## config.mk

```make
export PLATFORM = sky130hd
export DESIGN_NAME = fetch_ctrl_flat
export DESIGN_NICKNAME = d
export VERILOG_FILES = /design/src/rtl/fetch_ctrl_if.sv /design/src/rtl/fetch_ctrl.sv /design/src/flat_wrapper.sv
export SDC_FILE = /design/constraint.sdc
export NUM_CORES = 1
export LEC_CHECK = 0
export ABC_AREA = 0
export CORE_UTILIZATION = 40
export DETAILED_ROUTE_END_ITERATION = 10
export PLACE_DENSITY = 0.62
export SLEW_MARGIN = 20
export SYNTH_ARGS = -nofsm -noshare
export SYNTH_HDL_FRONTEND = slang
export SYNTH_SLANG_ARGS = --single-unit
```

## constraint.sdc

```tcl
create_clock -name clk -period 2.2 [get_ports clk]
set_clock_uncertainty 0.05 [all_clocks]
set_input_delay 0.22 -clock clk [delete_from_list [all_inputs] [get_ports clk]]
set_output_delay 0.22 -clock clk [all_outputs]
set_load 0.03 [all_outputs]
```

## src/rtl/fetch_ctrl_if.sv

```systemverilog
// Fetch controller bundle: memory request/return, instruction stream to decode, branch redirect.
// master is the fetch controller side; slave is the memory/decode/branch environment.
interface fetch_ctrl_if #(
    parameter int WORD_SIZE  = 32,
    parameter int BLOCK_SIZE = 128
);
    logic [WORD_SIZE-1:0]  mem_addr;
    logic [BLOCK_SIZE-1:0] mem_rdata;
    logic                  inst_valid;
    logic                  inst_ready;
    logic [WORD_SIZE-1:0]  inst;
    logic [WORD_SIZE-1:0]  inst_pc;
    logic                  redirect;
    logic [WORD_SIZE-1:0]  redirect_pc;

    modport master (
        output mem_addr,
        input  mem_rdata,
        output inst_valid,
        input  inst_ready,
        output inst,
        output inst_pc,
        input  redirect,
        input  redirect_pc
    );

    modport slave (
        input  mem_addr,
        output mem_rdata,
        input  inst_valid,
        output inst_ready,
        input  inst,
        input  inst_pc,
        output redirect,
        output redirect_pc
    );
endinterface

```

## src/rtl/fetch_ctrl.sv

```systemverilog
// Fetches aligned blocks into a line buffer and streams words to decode; miss costs MEM_LATENCY+1 cycles.
// inst/inst_pc hold while inst_valid & !inst_ready; redirect flushes from any state, all outputs registered.
module fetch_ctrl #(
    parameter int                  WORD_SIZE   = 32,
    parameter int                  BYTE_SIZE   = 8,
    parameter int                  BLOCK_SIZE  = 128,
    parameter int                  MEM_LATENCY = 1,
    parameter logic [WORD_SIZE-1:0] RESET_PC   = '0
) (
    input  logic         clk,
    input  logic         rst_n,
    fetch_ctrl_if.master bus
);
    localparam int WPB = BLOCK_SIZE / WORD_SIZE;
    localparam int BPW = WORD_SIZE / BYTE_SIZE;
    localparam int WB  = $clog2(BPW);
    localparam int OB  = $clog2(WPB);
    localparam int BB  = WB + OB;
    localparam int CW  = $clog2(MEM_LATENCY + 1);

    typedef enum logic [1:0] {
        S_FETCH,
        S_WAIT,
        S_SERVE
    } state_t;

    state_t                  state;
    logic [WORD_SIZE-1:0]    pc;
    logic [CW-1:0]           cnt;
    logic [BLOCK_SIZE-1:0]   line;
    logic [WORD_SIZE-1:BB]   line_tag;
    logic [WORD_SIZE-1:0]    mem_addr_q;
    logic                    inst_valid_q;
    logic [WORD_SIZE-1:0]    inst_q;
    logic [WORD_SIZE-1:0]    inst_pc_q;

    function automatic logic [WORD_SIZE-1:0] block_base(input logic [WORD_SIZE-1:0] a);
        return a & ~WORD_SIZE'(BLOCK_SIZE / BYTE_SIZE - 1);
    endfunction

    function automatic logic [WORD_SIZE-1:0] word_align(input logic [WORD_SIZE-1:0] a);
        return a & ~WORD_SIZE'(BPW - 1);
    endfunction

    // Word 0 sits in the most significant slot, so slot index is the bit-inverted offset.
    function automatic logic [WORD_SIZE-1:0] pick(input logic [BLOCK_SIZE-1:0] blk,
                                                  input logic [OB-1:0]         off);
        logic [WPB-1:0][WORD_SIZE-1:0] slots;
        slots = blk;
        return slots[~off];
    endfunction

    logic [OB-1:0]        cur_off;
    logic [OB-1:0]        nxt_off;
    logic [WORD_SIZE-1:0] nxt_in_line;
    logic [WORD_SIZE-1:0] pc_inc;

    assign cur_off     = pc[BB-1:WB];
    assign nxt_off     = cur_off + OB'(1);
    assign nxt_in_line = {line_tag, nxt_off, {WB{1'b0}}};
    assign pc_inc      = pc + WORD_SIZE'(BPW);

    always_ff @(posedge clk or negedge rst_n) begin
        if (!rst_n) begin
            state        <= S_FETCH;
            pc           <= word_align(RESET_PC);
            cnt          <= '0;
            line         <= '0;
            line_tag     <= '0;
            mem_addr_q   <= block_base(RESET_PC);
            inst_valid_q <= 1'b0;
            inst_q       <= '0;
            inst_pc_q    <= '0;
        end else if (bus.redirect) begin
            // A handshake in this same cycle still counts; the redirect target simply overrides pc.
            state        <= S_FETCH;
            pc           <= word_align(bus.redirect_pc);
            mem_addr_q   <= block_base(bus.redirect_pc);
            inst_valid_q <= 1'b0;
        end else begin
            case (state)
                S_FETCH: begin
                    cnt   <= CW'(MEM_LATENCY);
                    state <= S_WAIT;
                end
                S_WAIT: begin
                    cnt <= cnt - CW'(1);
                    if (cnt == CW'(1)) begin
                        line         <= bus.mem_rdata;
                        line_tag     <= pc[WORD_SIZE-1:BB];
                        inst_q       <= pick(bus.mem_rdata, cur_off);
                        inst_pc_q    <= pc;
                        inst_valid_q <= 1'b1;
                        state        <= S_SERVE;
                    end
                end
                S_SERVE: begin
                    if (bus.inst_ready) begin
                        if (cur_off == {OB{1'b1}}) begin
                            pc           <= pc_inc;
                            mem_addr_q   <= block_base(pc_inc);
                            inst_valid_q <= 1'b0;
                            state        <= S_FETCH;
                        end else begin
                            pc        <= nxt_in_line;
                            inst_pc_q <= nxt_in_line;
                            inst_q    <= pick(line, nxt_off);
                        end
                    end
                end
                default: state <= S_FETCH;
            endcase
        end
    end

    assign bus.mem_addr   = mem_addr_q;
    assign bus.inst_valid = inst_valid_q;
    assign bus.inst       = inst_q;
    assign bus.inst_pc    = inst_pc_q;
endmodule

```

## src/flat_wrapper.sv

```systemverilog
// flat-port wrapper written by rule: the top's interface ports become plain ports
module fetch_ctrl_flat 
#(
    parameter int                  WORD_SIZE   = 32,
    parameter int                  BYTE_SIZE   = 8,
    parameter int                  BLOCK_SIZE  = 128,
    parameter int                  MEM_LATENCY = 1,
    parameter logic [WORD_SIZE-1:0] RESET_PC   = '0
)
  (clk, rst_n, bus_mem_addr, bus_mem_rdata, bus_inst_valid, bus_inst_ready, bus_inst, bus_inst_pc, bus_redirect, bus_redirect_pc);
  fetch_ctrl_if #(.WORD_SIZE(WORD_SIZE), .BLOCK_SIZE(BLOCK_SIZE)) bus_i ();
  input  logic clk;
  input  logic rst_n;
  output wire logic [$bits(bus_i.mem_addr)-1:0] bus_mem_addr;
  input wire logic [$bits(bus_i.mem_rdata)-1:0] bus_mem_rdata;
  output wire logic [$bits(bus_i.inst_valid)-1:0] bus_inst_valid;
  input wire logic [$bits(bus_i.inst_ready)-1:0] bus_inst_ready;
  output wire logic [$bits(bus_i.inst)-1:0] bus_inst;
  output wire logic [$bits(bus_i.inst_pc)-1:0] bus_inst_pc;
  input wire logic [$bits(bus_i.redirect)-1:0] bus_redirect;
  input wire logic [$bits(bus_i.redirect_pc)-1:0] bus_redirect_pc;
  assign bus_mem_addr = bus_i.mem_addr;
  assign bus_i.mem_rdata = bus_mem_rdata;
  assign bus_inst_valid = bus_i.inst_valid;
  assign bus_i.inst_ready = bus_inst_ready;
  assign bus_inst = bus_i.inst;
  assign bus_inst_pc = bus_i.inst_pc;
  assign bus_i.redirect = bus_redirect;
  assign bus_i.redirect_pc = bus_redirect_pc;
  fetch_ctrl #(.WORD_SIZE(WORD_SIZE), .BYTE_SIZE(BYTE_SIZE), .BLOCK_SIZE(BLOCK_SIZE), .MEM_LATENCY(MEM_LATENCY), .RESET_PC(RESET_PC)) u_core (.clk(clk), .rst_n(rst_n), .bus(bus_i));
endmodule
```

After elaboration in Yosys (flattened, before gate mapping)
Index checks and enable logic that the tools add are counted.
{ "classes": {"bitwise": 3, "n_eq_ne": 9, "order_cmp": 2, "addsub": 3, "reduce_logical": 14, "mux": 31} }
{ "ops": {"columns": ["cell", "count"], "rows": [
  ["32-bit two-way mux", 16],
  ["32-bit binary-select mux with 2-bit select", 2],
  ["32-bit one-hot mux with 2 select lines", 2],
  ["32-bit by 3-bit adder with 32-bit output (second input constant)", 1],
  ["2-bit nonzero test", 5],
  ["3-bit AND reduction", 3],
  ["2-bit two-way mux", 4],
  ["2-bit by 3-bit less-than comparator with 1-bit output (second input constant)", 2],
  ["3-bit by 2-bit inequality test with 1-bit output (second input constant)", 2],
  ["2-bit one-hot mux with 3 select lines", 1],
  ["5-bit AND reduction", 1],
  ["2-bit equality test (second input constant)", 2],
  ["1-bit two-way mux", 4],
  ["2-bit inequality test (second input constant)", 2],
  ["2-bit inverter", 2],
  ["1-bit one-hot mux with 2 select lines", 2],
  ["2-bit AND reduction", 2],
  ["4-bit AND reduction", 1],
  ["3-bit inequality test (second input constant)", 1],
  ["3-bit nonzero test", 1],
  ["2-bit by 1-bit adder with 2-bit output (second input constant)", 1],
  ["2-bit by 1-bit equality test with 1-bit output (second input constant)", 1],
  ["2-bit logical NOT", 1],
  ["2-bit by 1-bit inequality test with 1-bit output (second input constant)", 1],
  ["other kinds (2)", 2]
]} }
{ "totals": {"regBits": 288, "out_inout_bits": 97} }

Longest topological paths before layout
{ "depth": {"ltp_word": 7, "mapped_depth": 7, "mapped_depth_nobuf": 6} }

Least setup slack after synthesis
No wires, ideal clock.
{ "synth_timing": {"path_kind": "flip-flop to flip-flop", "from": "register u_core.pc[11]", "to": "register u_core.pc[23]", "setup_time_ns": 0.121, "arrival_ns": 1.794, "stages_incl_launch_ff": 7, "path_slack_ns": 0.235, "path_buffers": 1, "path_cell_list": "dfrtp_1 > buf_2 > nand3_2 > or4_4 > nor4_4 > o21ai_1 > a22o_1"} }
{ "synth_between": {"elab_chain_cells": 5} }
{ "synth_lines": {"columns": ["element", "line", "text"], "rows": [
  ["start, declared", "fetch_ctrl.sv:28", "logic [WORD_SIZE-1:0] pc;"],
  ["start signal, assigned", "fetch_ctrl.sv:66", "pc <= word_align(RESET_PC);"],
  ["start signal, assigned", "fetch_ctrl.sv:77", "pc <= word_align(bus.redirect_pc);"],
  ["start signal, assigned", "fetch_ctrl.sv:100", "pc <= pc_inc;"],
  ["32-bit by 3-bit adder with 32-bit output", "fetch_ctrl.sv:61", "assign pc_inc = pc + WORD_SIZE'(BPW);"],
  ["32-bit two-way mux", "fetch_ctrl.sv:99", "if (cur_off == {OB{1'b1}}) begin"],
  ["32-bit two-way mux", "fetch_ctrl.sv:98", "if (bus.inst_ready) begin"],
  ["32-bit two-way mux", "fetch_ctrl.sv:81", "case (state)"],
  ["32-bit two-way mux", "fetch_ctrl.sv:74", "end else if (bus.redirect) begin"]
]} }
Every way passes these cells. The select of a mux whose other input is x is not followed.
A chain may end at the register's enable or synchronous reset.

Worst setup path in the final report
{ "layout_timing": {"from": "register u_core.pc[2]", "to": "register u_core.mem_addr_q[30] (netlist: u_core.bus.mem_addr[30])"} }
{ "layout_between": {"elab_chain_cells": 5, "elab_cells_between_ends": 8, "cone_classes": "add/sub (1); eq/ne (1); mux (4); reduce/logical (2)"} }
{ "layout_lines": {"columns": ["element", "line", "text"], "rows": [
  ["32-bit by 3-bit adder with 32-bit output", "fetch_ctrl.sv:61", null],
  ["32-bit two-way mux", "fetch_ctrl.sv:99", null],
  ["32-bit two-way mux", "fetch_ctrl.sv:98", null],
  ["32-bit two-way mux", "fetch_ctrl.sv:81", null],
  ["32-bit two-way mux", "fetch_ctrl.sv:74", null],
  ["end signal, assigned", "fetch_ctrl.sv:70", "mem_addr_q <= block_base(RESET_PC);"],
  ["end signal, assigned", "fetch_ctrl.sv:78", "mem_addr_q <= block_base(bus.redirect_pc);"],
  ["end signal, assigned", "fetch_ctrl.sv:101", "mem_addr_q <= block_base(pc_inc);"],
  ["end, declared", "fetch_ctrl.sv:32", "logic [WORD_SIZE-1:0] mem_addr_q;"]
]} }
Parallel ways exist; a longest one is shown, timed or not. The select of a mux whose other input is x is not followed.

==> impl_summary.md <==
Outcome
The flow ran to the end, and the final reports show no timing, DRC or antenna violations.

Critical path
STA classifies the critical path endpoint as a flop. The signal arrival time at the worst endpoint is between 2 and 2.5 ns. In this run the worst path has a maximum fanout of 11.

The critical path class is flop to flop. The worst setup path is launched from a flop. At the worst endpoint, the required time is 2.52 ns.

Die
The floorplan step defined a die boundary enclosing between 30000 and 40000 um2. 261 I/O pins were placed. The chip width is 187.6 um. The initial core utilization is 40.88%. The placement row count is 67.

Measured along the y axis, the die boundary spans 187.6 um. The core region is around 34000 um2.

Pwr
The completed layout was analyzed and its total power is around 0.023 W. The maximum vdd ir drop is 0.6275 mV. The analysis attributes to net switching a power of between 0.007 and 0.008 W.

The analysis attributes to cell leakage a power of between 7 and 8 nW. The share of total power dissipated in sequential elements is 37.9%. The internal power is 0.01527 W. Combinational logic is responsible for between 30% and 40% of the overall power.

The power density over the cells is approximately 1200 nW/um2. The fraction of power spent switching nets is roughly a third. The clock network burns 23.5% of the power.

Logic synthesis
The synthesized-area fraction occupied by adder cells is 0.09082%. The synthesized netlist devotes around 8.2% of its cell area to compound gates. The distinct cell type count of the synthesized netlist is 55. The cell area after synthesis is 13780 um2. The most frequent cell after synthesis is sky130_fd_sc_hd__dfrtp_1. The area fraction of the dominant cell type after synthesis is 51.04%. For this run, the leading register cell type out of synthesis is sky130_fd_sc_hd__dfrtp_1.

Sequential cells were found to cover 51.04% of the synthesized design area. The cell count after synthesis is 1114. The total number of yosys warnings is 0.

After synthesis the netlist holds a flip-flop and latch count of 281. The number of enable flip-flop cells after synthesis is 0. Of the post-synthesis cell area, the part taken by muxes is 27.95%. The synthesized design spends more area on one cell type than any other, namely sky130_fd_sc_hd__dfrtp_1. In the synthesized netlist the async set-or-reset flop fraction comes to 100.0%.

The xor and xnor fraction of the mapped netlist area is 1.399%. After synthesis, the largest family of logic cells by area is multiplexers. The commonest cells after synthesis are sky130_fd_sc_hd__dfrtp_1 (281), sky130_fd_sc_hd__mux2_2 (158), sky130_fd_sc_hd__nor2_1 (113). After synthesis, the cell types taking the most area are sky130_fd_sc_hd__dfrtp_1 (51%), sky130_fd_sc_hd__mux2_2 (13%), sky130_fd_sc_hd__mux4_2 (10%). The area fraction in and, or, nand and nor cells after synthesis is 8.174%. The post-synthesis area per instance is 12.37 um2.

Placement
The HPWL after detailed placement is between 20 and 30 mm. During placement, the flow inserted port buffers numbering about 250. The last weighted congestion value of the routability-driven placer is about 0.8. The setup slack at placement is around 0.033 ns.

Job
Across the run, the number of max-cap violations was 0.

Cells and area
From synthesis to final layout, the design area changed by 33.95%. The fraction of final layout cells with drive strength greater than 1 is 26.45%. After the last flow step, the layout net total stands at 1559. The end-of-flow core utilization is between 50 and 60%.

Detailed routing
The average wire per cell in the routed design is 19.85 um. The total number of vias is 10190. After detailed routing, the number of remaining DRC violations is 0. The count of nets left with antenna violations once routing finished came out at 0. The detailed router's first-iteration violation count is 523. The post-detailed-routing wire length is around 37 mm.

Using the TritonRoute via totals, the vias-per-cell ratio works out to about 5.5. The first TritonRoute pass finished after 5 iterations.

Timing
The sum of negative setup slack is 0 ns. After layout, the worst setup slack is 0.1806 ns. The worst relative slew slack is 57.32%. The clock period could shrink to 2.019 ns. The total of endpoints with negative setup slack in the final report is 0.

At the pin with the least slew margin, the transition time is 0.6402 ns. The final hold violation count is 0. The final cycle utilization of the critical path is 91.79%. Setup repair after global routing left no endpoint under its margin. The number of max-slew violations in the final report was 0.

The peak clock frequency supported by timing is approximately 500 MHz.

Global routing
Entering global routing, the biggest net connects 73 pins. The wire length of the first global-routing pass is 59.86 mm. The total global-route track usage is approximately a fifth. The number of antenna violations at the first check in global routing was 7. The overflow left after global routing is 0. The via count of the first global-routing pass is about 11000.

Clocking
Counting every sink on the clock net gives 281. Clock-pin slew was measured on the worst setup and hold paths at 0.06 ns. The total clock buffers created by CTS is 34.

Post-CTS timing repair inserted 0 buffers for setup. No sink is reached through more buffers than the 3 on the longest clock path. The cell sitting at the root of the clock tree is a sky130_fd_sc_hd__clkbuf_16. The H-tree depth is 2. The clock latency at the later pin of the worst-skew pair is 0.51 ns. TritonCTS built the clock tree.

Hold path
In this run the worst hold path is classified as input port to flop.
-- power groups by stage --
stage	clock network, W	registers (W)	logic (W)
after floorplan	0	0.00956	0.00479
after global placement	0	0.00869	0.00878
after global routing	0.00573	0.00901	0.00955
final	0.00538	0.00870	0.00885
after detailed placement	0	0.00876	0.00893
after CTS	0.00552	0.00871	0.00897
-- worst max-delay path: stages (launching register included) --
cell                         delay, ns
sky130_fd_sc_hd__dfrtp_4          0.46
sky130_fd_sc_hd__ha_2             0.22
sky130_fd_sc_hd__clkinvlp_4       0.21
sky130_fd_sc_hd__nor2_1           0.15
sky130_fd_sc_hd__buf_4            0.20
sky130_fd_sc_hd__nand4_1          0.17
sky130_fd_sc_hd__xnor2_1          0.31
sky130_fd_sc_hd__o21ai_0          0.12
-- layout by cell type (no fill, tap or decap), drive strengths merged, types with 3 or more instances in the layout --
cell,instances
or3,5
a31o,4
inv,10
o22ai,14
clkbuf,46
o2bb2ai,4
o211ai,5
and4,3
nor3,22
o21ai,30
clkinv,6
a22o,6
nand4,17
buf,80
nor2,113
and3,7
nand2,36
o31a,4
conb,4
xnor2,13
xor2,9
mux4,64
a22oi,16
a31oi,3
dfrtp,281
mux2i,63
clkdlybuf4s50,252
a21o,5
a21oi,89
nand3,14
mux2,158
nor4,8
-- path summary, 6_finish.rpt --
kind / startpoint / end / cells past startpoint / slack (ns)
setup / recovery: u_core.pc[2] / u_core.bus.mem_addr[30] / 7 / 0.18
hold / removal: bus_redirect / u_core.bus.inst_valid / 3 / 0.20
setup reg to reg: u_core.pc[2] / u_core.bus.mem_addr[30] / 7 / 0.18
hold reg to reg: u_core.line[12] / u_core.line[12] / 1 / 0.45
max in group asynchronous: rst_n / u_core.line[61] / 3 / 1.14
min in group asynchronous: rst_n / u_core.bus.inst_pc[15] / 2 / 0.27
-- area by class of cell --
type,instances,area (um2)
diodes,2,5.005
fillers,2950,15250
clock inverters,10,96.34
inverters,9,37.54
multi-input cells,735,6350
repair buffers,333,3401
well taps,448,560.5
clock buffers,46,965.9
flip-flops and latches,281,7038
-- repair_timing --
| action | 4_1_cts | 5_1_grt |
|---|---|---|
| resized for setup | 0 | 3 |
| hold buffers | 1 | 0 |
| setup endpoints to repair | 0 | 9 |
| endpoints found under the hold margin | 62 | 0 |
-- registers in the layout, indices dropped and copies added, names as in the netlist --
| signal | cells |
|---|---|
| u_core.bus.inst | 32 |
| u_core.bus.inst_pc | 31 |
| u_core.bus.inst_valid | 1 |
| u_core.bus.mem_addr | 28 |
| u_core.cnt | 1 |
| u_core.line | 128 |
| u_core.line_tag | 28 |
| u_core.pc | 30 |
| u_core.state | 2 |
-- per-layer routing --
layer,up-vias,wire [um],global-route usage [%]
li1,4668,-,-
met1,5135,15700,27.71
met2,316,17100,33.97
met3,61,3436,7.786
met4,10,703,5.347
met5,-,67,0
-- stage by stage --
stage	hold WS (ns)	cells	area [um2]
3_3_place_gp	0.2235	1805	17370
5_1_grt	0.2133	1862	18450
6_report	0.2023	1864	18450
3_5_place_dp	0.2160	1805	17370
4_1_cts	0.1713	1862	18440
2_1_floorplan	-0.1256	1117	13790
-- cells by family after synthesis --
kind of cell | count (synthesis)
xor+xnor | 22
other cells | 1
compound gates | 188
flops | 281
mux | 285
fa+ha+maj | 1
simple gates | 235
buf+inv | 101
Note: power is estimated with default switching activity, not from simulation.
